**src/rtl/id_queue.sv**
```systemverilog
// RV32I decode stage: decodes each instruction word on entry and queues the results in a DEPTH-entry FIFO.
// Optional feature macro: ID_ILLEGAL_CHK_EN (stores a per-entry illegal-instruction flag).
`ifndef INST_WIDTH
`define INST_WIDTH 32
`endif
`ifndef INST_ADDR_WIDTH
`define INST_ADDR_WIDTH 32
`endif
`ifndef REG_ADDR_WIDTH
`define REG_ADDR_WIDTH 5
`endif
`ifndef DATA_WIDTH
`define DATA_WIDTH 32
`endif
`ifndef ZERO_REG
`define ZERO_REG 5'd0
`endif

module id_queue #(
    parameter int DEPTH = 4,
    parameter int PTR_W = 2
) (
    input  logic                        clk,
    input  logic                        rst,
    input  logic                        flush_i,
    input  logic                        inst_valid_i,
    output logic                        inst_ready_o,
    input  logic [`INST_WIDTH-1:0]      inst_i,
    input  logic [`INST_ADDR_WIDTH-1:0] inst_addr_i,
    output logic                        dec_valid_o,
    input  logic                        dec_ready_i,
    output logic [`INST_WIDTH-1:0]      inst_o,
    output logic [`INST_ADDR_WIDTH-1:0] inst_addr_o,
    output logic [`REG_ADDR_WIDTH-1:0]  rs1_raddr_o,
    output logic [`REG_ADDR_WIDTH-1:0]  rs2_raddr_o,
    output logic [`REG_ADDR_WIDTH-1:0]  rd_waddr_o,
    output logic [`DATA_WIDTH-1:0]      imm_o,
    output logic [3:0]                  fmt_o,
    output logic                        illegal_o,
    output logic [PTR_W:0]              count_o
);

    logic [`INST_WIDTH-1:0]      r_inst [DEPTH];
    logic [`INST_ADDR_WIDTH-1:0] r_addr [DEPTH];
    logic [`REG_ADDR_WIDTH-1:0]  r_rd   [DEPTH];
    logic [`DATA_WIDTH-1:0]      r_imm  [DEPTH];
    logic [3:0]                  r_fmt  [DEPTH];
    logic [PTR_W-1:0]            r_wptr;
    logic [PTR_W-1:0]            r_rptr;
    logic [PTR_W:0]              r_count;

    logic                        w_push;
    logic                        w_pop;
    logic [3:0]                  w_fmt;
    logic [`REG_ADDR_WIDTH-1:0]  w_rd;
    logic [`DATA_WIDTH-1:0]      w_imm;
    logic [2:0]                  w_f3;
    logic [6:0]                  w_f7;

    assign inst_ready_o = (r_count < (PTR_W+1)'(DEPTH));
    assign dec_valid_o  = (r_count != '0);
    assign w_push       = inst_valid_i && inst_ready_o;
    assign w_pop        = dec_valid_o && dec_ready_i;
    assign w_f3         = inst_i[14:12];
    assign w_f7         = inst_i[31:25];

    // Decode of the incoming word; results are written into the entry alongside it.
    always_comb begin
        w_fmt = 4'd15;
        w_rd  = `ZERO_REG;
        w_imm = '0;
        case (inst_i[6:0])
            7'b0110111: begin w_fmt = 4'd0;  w_rd = inst_i[11:7]; w_imm = {inst_i[31:12], 12'b0}; end
            7'b0010111: begin w_fmt = 4'd1;  w_rd = inst_i[11:7]; w_imm = {inst_i[31:12], 12'b0}; end
            7'b1101111: begin
                w_fmt = 4'd2;
                w_rd  = inst_i[11:7];
                w_imm = {{11{inst_i[31]}}, inst_i[31], inst_i[19:12], inst_i[20], inst_i[30:21], 1'b0};
            end
            7'b1100111: begin w_fmt = 4'd3;  w_rd = inst_i[11:7]; w_imm = {{20{inst_i[31]}}, inst_i[31:20]}; end
            7'b1100011: begin
                w_fmt = 4'd4;
                w_imm = {{19{inst_i[31]}}, inst_i[31], inst_i[7], inst_i[30:25], inst_i[11:8], 1'b0};
            end
            7'b0000011: begin w_fmt = 4'd5;  w_rd = inst_i[11:7]; w_imm = {{20{inst_i[31]}}, inst_i[31:20]}; end
            7'b0100011: begin w_fmt = 4'd6;  w_imm = {{20{inst_i[31]}}, inst_i[31:25], inst_i[11:7]}; end
            7'b0010011: begin w_fmt = 4'd7;  w_rd = inst_i[11:7]; w_imm = {{20{inst_i[31]}}, inst_i[31:20]}; end
            7'b0110011: begin w_fmt = 4'd8;  w_rd = inst_i[11:7]; end
            7'b0001111: begin w_fmt = 4'd9;  end
            7'b1110011: begin w_fmt = 4'd10; w_rd = inst_i[11:7]; end
            default:    begin w_fmt = 4'd15; end
        endcase
    end

    always_ff @(posedge clk) begin
        if (rst) begin
            r_wptr  <= '0;
            r_rptr  <= '0;
            r_count <= '0;
            for (int i = 0; i < DEPTH; i++) begin
                r_inst[i] <= '0;
                r_addr[i] <= '0;
                r_rd[i]   <= '0;
                r_imm[i]  <= '0;
                r_fmt[i]  <= '0;
            end
        end else if (flush_i) begin
            r_wptr  <= '0;
            r_rptr  <= '0;
            r_count <= '0;
        end else begin
            if (w_push) begin
                r_inst[r_wptr] <= inst_i;
                r_addr[r_wptr] <= inst_addr_i;
                r_rd[r_wptr]   <= w_rd;
                r_imm[r_wptr]  <= w_imm;
                r_fmt[r_wptr]  <= w_fmt;
                r_wptr         <= r_wptr + PTR_W'(1);
            end
            if (w_pop) begin
                r_rptr <= r_rptr + PTR_W'(1);
            end
            if (w_push && !w_pop) begin
                r_count <= r_count + (PTR_W+1)'(1);
            end else if (w_pop && !w_push) begin
                r_count <= r_count - (PTR_W+1)'(1);
            end
        end
    end

`ifdef ID_ILLEGAL_CHK_EN
    logic r_ill [DEPTH];
    logic w_ill;

    always_comb begin
        w_ill = 1'b0;
        if (inst_i[1:0] != 2'b11 || w_fmt == 4'd15) begin
            w_ill = 1'b1;
        end else begin
            case (w_fmt)
                4'd3:  w_ill = (w_f3 != 3'd0);
                4'd4:  w_ill = (w_f3 == 3'd2) || (w_f3 == 3'd3);
                4'd5:  w_ill = (w_f3 == 3'd3) || (w_f3 == 3'd6) || (w_f3 == 3'd7);
                4'd6:  w_ill = (w_f3 > 3'd2);
                4'd7: begin
                    if (w_f3 == 3'd1)      w_ill = (w_f7 != 7'h00);
                    else if (w_f3 == 3'd5) w_ill = (w_f7 != 7'h00) && (w_f7 != 7'h20);
                    else                   w_ill = 1'b0;
                end
                4'd8:  w_ill = !((w_f7 == 7'h00) || (w_f7 == 7'h20 && (w_f3 == 3'd0 || w_f3 == 3'd5)));
                4'd10: w_ill = (w_f3 == 3'd4);
                default: w_ill = 1'b0;
            endcase
        end
    end

    always_ff @(posedge clk) begin
        if (rst) begin
            for (int i = 0; i < DEPTH; i++) r_ill[i] <= 1'b0;
        end else if (!flush_i && w_push) begin
            r_ill[r_wptr] <= w_ill;
        end
    end

    assign illegal_o = r_ill[r_rptr];
`else
    assign illegal_o = 1'b0;
`endif

    assign inst_o      = r_inst[r_rptr];
    assign inst_addr_o = r_addr[r_rptr];
    assign rs1_raddr_o = r_inst[r_rptr][19:15];
    assign rs2_raddr_o = r_inst[r_rptr][24:20];
    assign rd_waddr_o  = r_rd[r_rptr];
    assign imm_o       = r_imm[r_rptr];
    assign fmt_o       = r_fmt[r_rptr];
    assign count_o     = r_count;

endmodule

```
**config.mk**
```make
export PLATFORM = sky130hd
export DESIGN_NAME = id_queue
export DESIGN_NICKNAME = d
export VERILOG_FILES = /design/src/rtl/id_queue.sv
export SDC_FILE = /design/constraint.sdc
export NUM_CORES = 1
export LEC_CHECK = 0
export ABC_AREA = 0
export BUFFER_PORTS_ARGS = -buffer_cell sky130_fd_sc_hd__buf_4
export CORE_MARGIN = 1
export CORE_UTILIZATION = 49
export DETAILED_ROUTE_END_ITERATION = 16
export PLACE_DENSITY = 0.73
export SYNTH_ARGS = -nofsm -noshare
export SYNTH_HDL_FRONTEND = slang
export SYNTH_SLANG_ARGS = --single-unit
```
**constraint.sdc**
```tcl
create_clock -name clk -period 5.85 [get_ports clk]
set_input_delay 1.17 -clock clk [delete_from_list [all_inputs] [get_ports clk]]
set_output_delay 1.17 -clock clk [all_outputs]
set_load 0.01 [all_outputs]
```
==> summary.txt, run 1 <==
Run status
  – Status: finished clean

Pwr
  – Power density cells: 310 mW/mm2
  – Leak pwr: 8.01 nW
  – Total power consumption of the routed design: 6.73 mW
  – Max rail drop VDD: 0.241 mV

Routing
  – Count of nets left with antenna violations after detail routing: 0
  – Routed wirelength normalized by instance count: 22.4 um
  – Routed via count: 10928
  – Via density per instance: 5.63
  – # DRC: 0
  – Initial DRT Pass Iterations: 5
  – Total routed wirelength: 43.6 mm
  – Violation count after the first detailed-route iteration: 1055

Logic synthesis
  – Dominant cells by area after synthesis: edfxtp_1 (68%), mux4_2 (13%), nor2_1 (5.6%)
  – Top cells by count, synth: edfxtp_1 (420), nor2_1 (278), mux4_2 (105)
  – Largest area contributor in the netlist: edfxtp_1
  – Count of flip-flops with a built-in enable after synthesis: 420
  – Mean instance size in the synthesized netlist: 15.0 um2
  – Yosys reg bits: 429
  – Share of flip-flops with an asynchronous set or reset after synthesis: 0
  – Top cell type's share of synthesized area: 0.680
  – Number of synthesis warnings: 0
  – Dominant register cell in the synthesized netlist: edfxtp_1
  – Post-Syn Nets: 1311
  – Cell area after technology mapping: 0.0185 mm2
  – Sequential fraction of the synthesis area: 0.690
  – Synthesized instance count: 1240
  – Count of different cell masters after synthesis: 53
  – Leading cell type by number of instances after synthesis: edfxtp_1

Min path
  – Worst hold path type: reg -> reg

Placement
  – Placer congestion estimate: 0.798
  – Post-detail-place hpwl: 26.8 mm
  – Area of placed instances: 0.0204 mm2
  – Number of buffer cells added on primary ports: 188
  – Placement-stage worst setup slack: 1.66 ns

Floorplanning
  – Placement row count: 70
  – Die outline area: 0.0386 mm2
  – Number of top-level pins: 190
  – Initial core utilization: 0.502
  – Core Area: 0.0370 mm2
  – Die H: 197 um
  – Die Width: 197 um

Global route
  – Total gr overflow: 0
  – Combined global-route utilization of all metal layers: 0.229
  – Wire length of the first global-routing pass: 65.5 mm
  – Largest net degree at the start of global routing: 75
  – Via count of the first global-routing pass: 11044
  – Antenna violations before repair: 2

Clock tree
  – Cells resized by post-CTS repair: 0
  – Clock buffer depth: 3
  – Post-CTS clock slew at the launch and capture registers of the worst setup and hold paths: 0.06 ns
  – Worst-skew pair later-pin latency: 0.55 ns
  – Number of clock sinks: 429
  – # H-tree levels: 2
  – CTS hold repair buffers: 0
  – Num CTS Buffers: 44
  – Postcts setup bufs: 0
  – Clock Root Buffer: clkbuf_16
  – TritonCTS clock tree: done

Critical path
  – Largest stage delay on the critical path: 0.80 ns
  – Worst EP required: 4.68 ns
  – Kind of end point of the critical path: primary output
  – Ordered cell list for the critical path: buf_12 -> mux4_2 -> buf_4
  – Data arrival time of the critical path: 2.81 ns
  – Startpoint type of the worst setup path: register
  – Path type of the worst setup path: reg -> out
  – Maximum fanout along the worst path: 74
  – Cell at the slowest stage of the critical path: dfxtp_4

STA
  – TNS Setup: 0 ns
  – Min setup slack post-route: 1.87 ns
  – Post-Route Skew: 0.0140 ns
  – Setup repair after global routing missed its margin: no
  – Final Slew Violations: 0
  – Final number of hold-violating endpoints: 0
  – Final critical-path share of the clock period: 0.681
  – Remaining max-slew budget at the tightest pin: 0.364
  – Clock period minus final worst setup slack: 3.98 ns
  – Total setup violations reported at the end of the flow: 0
  – Transition time of the tightest slew-check pin: 0.954 ns
  – Final hold slack: 0.540 ns
  – Upper clock frequency limit: 251 MHz

Cells and area
  – Area growth from synthesis to layout: 17.1%
  – Share of layout cells above drive strength 1: 0.276
  – Final net count: 1480
  – Filler instances: 2860
  – Final standard cell area without fillers: 0.0217 mm2

Run
  – Max-cap check violation count: 0
[layout make-up]
type / count / area [um2] / area share
inverters: 69 / 259 / 0.0119
diodes: 1 / 2.50 / 0.000115
clock inverters: 17 / 116 / 0.00536
clock buffers: 57 / 1190 / 0.0549
multi-input cells: 651 / 5100 / 0.235
flip-flops and latches: 429 / 12800 / 0.589
well taps: 504 / 631 / 0.0290
repair buffers: 214 / 1620 / 0.0745
[critical path: cells and delay by family, from the launching register on]
kind	cells	cell delay, ns
multiplexers	1	0.64
buffers and inverters	2	0.71
flip-flops	1	0.80
[placed cells by master (no fill, tap or decap), types with 7 or more instances in the layout]
master	instances
dfxtp_1	7
a21oi_1	16
inv_1	69
clkbuf_1	11
buf_4	213
mux4_2	105
a22oi_1	15
nand2_1	77
clkinv_1	9
and2_1	63
clkbuf_16	46
edfxtp_1	420
a211oi_1	16
nor2_1	278
nor2b_1	8
[final timing paths]
kind / from / to / slack [ns] / cells past startpoint
worst max-delay path: register / rs2_raddr_o[3] / 1.87 / 3
worst min-delay path: r_rptr[1] / r_rptr[1] / 0.54 / 2
worst max register to register: count_o[2] / r_addr[2][1] / 2.59 / 5
worst min register to register: r_rptr[1] / r_rptr[1] / 0.54 / 2
[cells by family (layout without fill, tap and decap cells)]
| group | count (synthesis) | after routing | share of synthesized area |
|---|---|---|---|
| xor+xnor | 6 | 6 | 0.00283 |
| simple gates | 465 | 465 | 0.111 |
| other cells | 1 | 2 | 0.000202 |
| buf+inv | 160 | 357 | 0.0378 |
| flops | 429 | 429 | 0.690 |
| compound gates | 70 | 70 | 0.0282 |
| mux | 107 | 107 | 0.129 |
| fa+ha+maj | 2 | 2 | 0.00175 |
[flip-flops by register name, indices dropped and copies added (netlist names), named ones only]
register	flops
r_wptr	2
r_inst	128
r_addr	128
r_imm	128
r_rptr	2
r_rd	20
r_fmt	16
count_o	3
[metal layers]
metal | GRT usage | part of all wire
met4 | 0.0686 | 0.024
met2 | 0.381 | 0.50
met5 | 0 | 0.00025
met1 | 0.304 | 0.39
met3 | 0.0484 | 0.089
[power by group]
| group | internal [mW] | total, mW | switching (mW) |
|---|---|---|---|
| combinational | 0.255 | 0.581 | 0.326 |
| clock | 1.47 | 2.59 | 1.12 |
| sequential | 3.51 | 3.56 | 0.0497 |
[through the flow]
| stage | cells | utilization |
|---|---|---|
| finish | 1942 | 0.588 |
| global route | 1941 | 0.588 |
| CTS | 1941 | 0.588 |
| detailed placement | 1867 | 0.552 |
| global placement | 1867 | 0.552 |
| floorplan | 1240 | - |
(Power assumes the default switching activity.)
==> run 2: changes to the inputs <==
- PLACE_DENSITY: 0.73 -> 0.76
- clock period: 5.85 -> 3.4 ns (I/O delays scaled with it)
==> run 2 against run 1 <==
Against the previous run:
- critical path type unchanged
- largest power group unchanged
- worst setup slack worse by 1.4 ns
- first-iteration DRC count is 6.6% lower
- non-clock buffer count is 13 higher
- via count is 1.1% higher
- clock power is 92% higher
- critical path depth stayed put
- count of clock-buffer cells in the layout is 3 higher
- register-to-register slack worse by 1.7 ns
- clock skew is 0.0041 ns lower
==> summary.txt, run 2 (synthesized netlist as in run 1, its figures left out) <==
Global route
  – Wire length of the first global-routing pass: 66.6 mm
  – Global routing's busiest layer: met2
  – Largest net degree at the start of global routing: 71
  – Combined global-route utilization of all metal layers: 0.231
  – Global routing met3 resource utilization: 0.0453
  – GR Layer Usage met2: 0.390
  – Via count of the first global-routing pass: 11342
  – Total gr overflow: 0
  – Antenna violations before repair: 2
  – Met1 track demand over resource: 0.308

Routing
  – Count of nets left with antenna violations after detail routing: 0
  – Total routed wirelength: 43.9 mm
  – # DRC: 0
  – Routed wirelength normalized by instance count: 22.4 um
  – Routed via count: 11052
  – Initial DRT Pass Iterations: 5
  – Violation count after the first detailed-route iteration: 985
  – Via density per instance: 5.63

Floorplanning
  – Placement row count: 70
  – Number of top-level pins: 190
  – Core Area: 0.0370 mm2
  – Die outline area: 0.0386 mm2
  – Die H: 197 um
  – Initial core utilization: 0.502
  – Die Width: 197 um

Run
  – Max-cap check violation count: 0

Placement
  – Number of buffer cells added on primary ports: 188
  – Post-detail-place hpwl: 27.1 mm
  – Placer congestion estimate: 0.805

Pwr
  – Leak pwr: 8.22 nW
  – Total power consumption of the routed design: 12.1 mW
  – Power density cells: 547 mW/mm2
  – Max rail drop VDD: 0.404 mV

Critical path
  – Ordered cell list for the critical path: buf_12 -> mux4_2 -> buf_4
  – Cell family contributing the most delay on the critical path: multiplexers
  – Path type of the worst setup path: reg -> out
  – Reg-to-reg slack, setup: 0.92 ns
  – Kind of end point of the critical path: primary output
  – Largest stage delay on the critical path: 0.67 ns
  – Crit path buf inv count: 2
  – Startpoint type of the worst setup path: register
  – Cell at the slowest stage of the critical path: mux4_2
  – Data arrival time of the critical path: 2.29 ns
  – Maximum fanout along the worst path: 70
  – Worst EP required: 2.72 ns

Cells and area
  – Registers with the most flip-flops: r_addr: 128 flops, r_imm: 128 flops, r_inst: 128 flops
  – Share of layout cells above drive strength 1: 0.286
  – Most common cell after layout, fill and taps aside: edfxtp_1
  – Final net count: 1494
  – Area growth from synthesis to layout: 19.5%
  – Most used cells in the layout excluding fill and tap cells: edfxtp_1 (420), nor2_1 (278), buf_4 (212)

STA
  – TNS Setup: 0 ns
  – Clock period minus final worst setup slack: 2.97 ns
  – Final critical-path share of the clock period: 0.873
  – Final number of hold-violating endpoints: 0
  – Total setup violations reported at the end of the flow: 0
  – Transition time of the tightest slew-check pin: 0.949 ns
  – Setup repair after global routing missed its margin: no
  – Upper clock frequency limit: 337 MHz
  – Remaining max-slew budget at the tightest pin: 0.367
  – Post-Route Skew: 0.00995 ns
  – Final Slew Violations: 0

Clock tree
  – Cells resized by post-CTS repair: 0
  – Clock buffer depth: 3
  – Post-CTS clock slew at the launch and capture registers of the worst setup and hold paths: 0.06 ns
  – Clock Root Buffer: clkbuf_16
  – TritonCTS clock tree: done
  – Num CTS Buffers: 45
  – Worst-skew pair later-pin latency: 0.55 ns
  – # H-tree levels: 2
  – Number of clock sinks: 429
  – Postcts setup bufs: 0
  – CTS hold repair buffers: 0

Min path
  – Worst hold path type: in -> reg

Run status
  – Status: finished clean
==> run 2: changes by cell type in the layout (fill, tap and decap cells not counted) <==
cell,previous run,this run
inv_6,0,2
bufinv_16,1,6
clkbuf_1,11,13
buf_4,213,212
clkbuf_16,46,47
buf_12,1,15
clkinv_8,1,0
clkinv_1,9,7
==> run 2: stage by stage <==
stage          utilization  cell area, um2  setup WS (ns)  instances  hold slack, ns
4_1_cts              0.600           22200          0.367       1961           0.400
3_5_place_dp         0.560           20700          0.502       1880           0.520
6_report             0.600           22200          0.432       1962           0.420
2_1_floorplan            -           18600          0.471       1240           0.485
5_1_grt              0.600           22200          0.333       1961           0.400
3_3_place_gp         0.560           20700          0.575       1880           0.509
==> run 2: path summary, 6_finish.rpt <==
path,from,depth (start not counted),endpoint
worst max register to register,count_o[2],4,r_inst[0][30]
worst max-delay path,register,3,inst_o[11]
worst min register to register,r_rptr[1],2,register
worst min-delay path,inst_addr_i[16],2,r_addr[0][16]
==> run 2: area by class of cell <==
type | count | area (um2)
clock buffer | 60 | 1220
fill | 2778 | 14800
inverter | 69 | 259
antenna | 1 | 2.50
timing repair buffer | 227 | 1890
clock inverter | 21 | 260
sequential | 429 | 12800
multi-input combinational | 651 | 5100
tap | 504 | 631
==> run 2: report_power, final <==
part,switching [mW],internal (mW)
clock,1.98,2.99
combinational,0.586,0.468
sequential,0.0705,6.04
==> run 2: layer usage <==
layer  up-vias  share of wire
met5         -        0.00021
met4         2          0.020
met3        60          0.088
met2       488           0.50
met1      5606           0.39
li1       4896              -
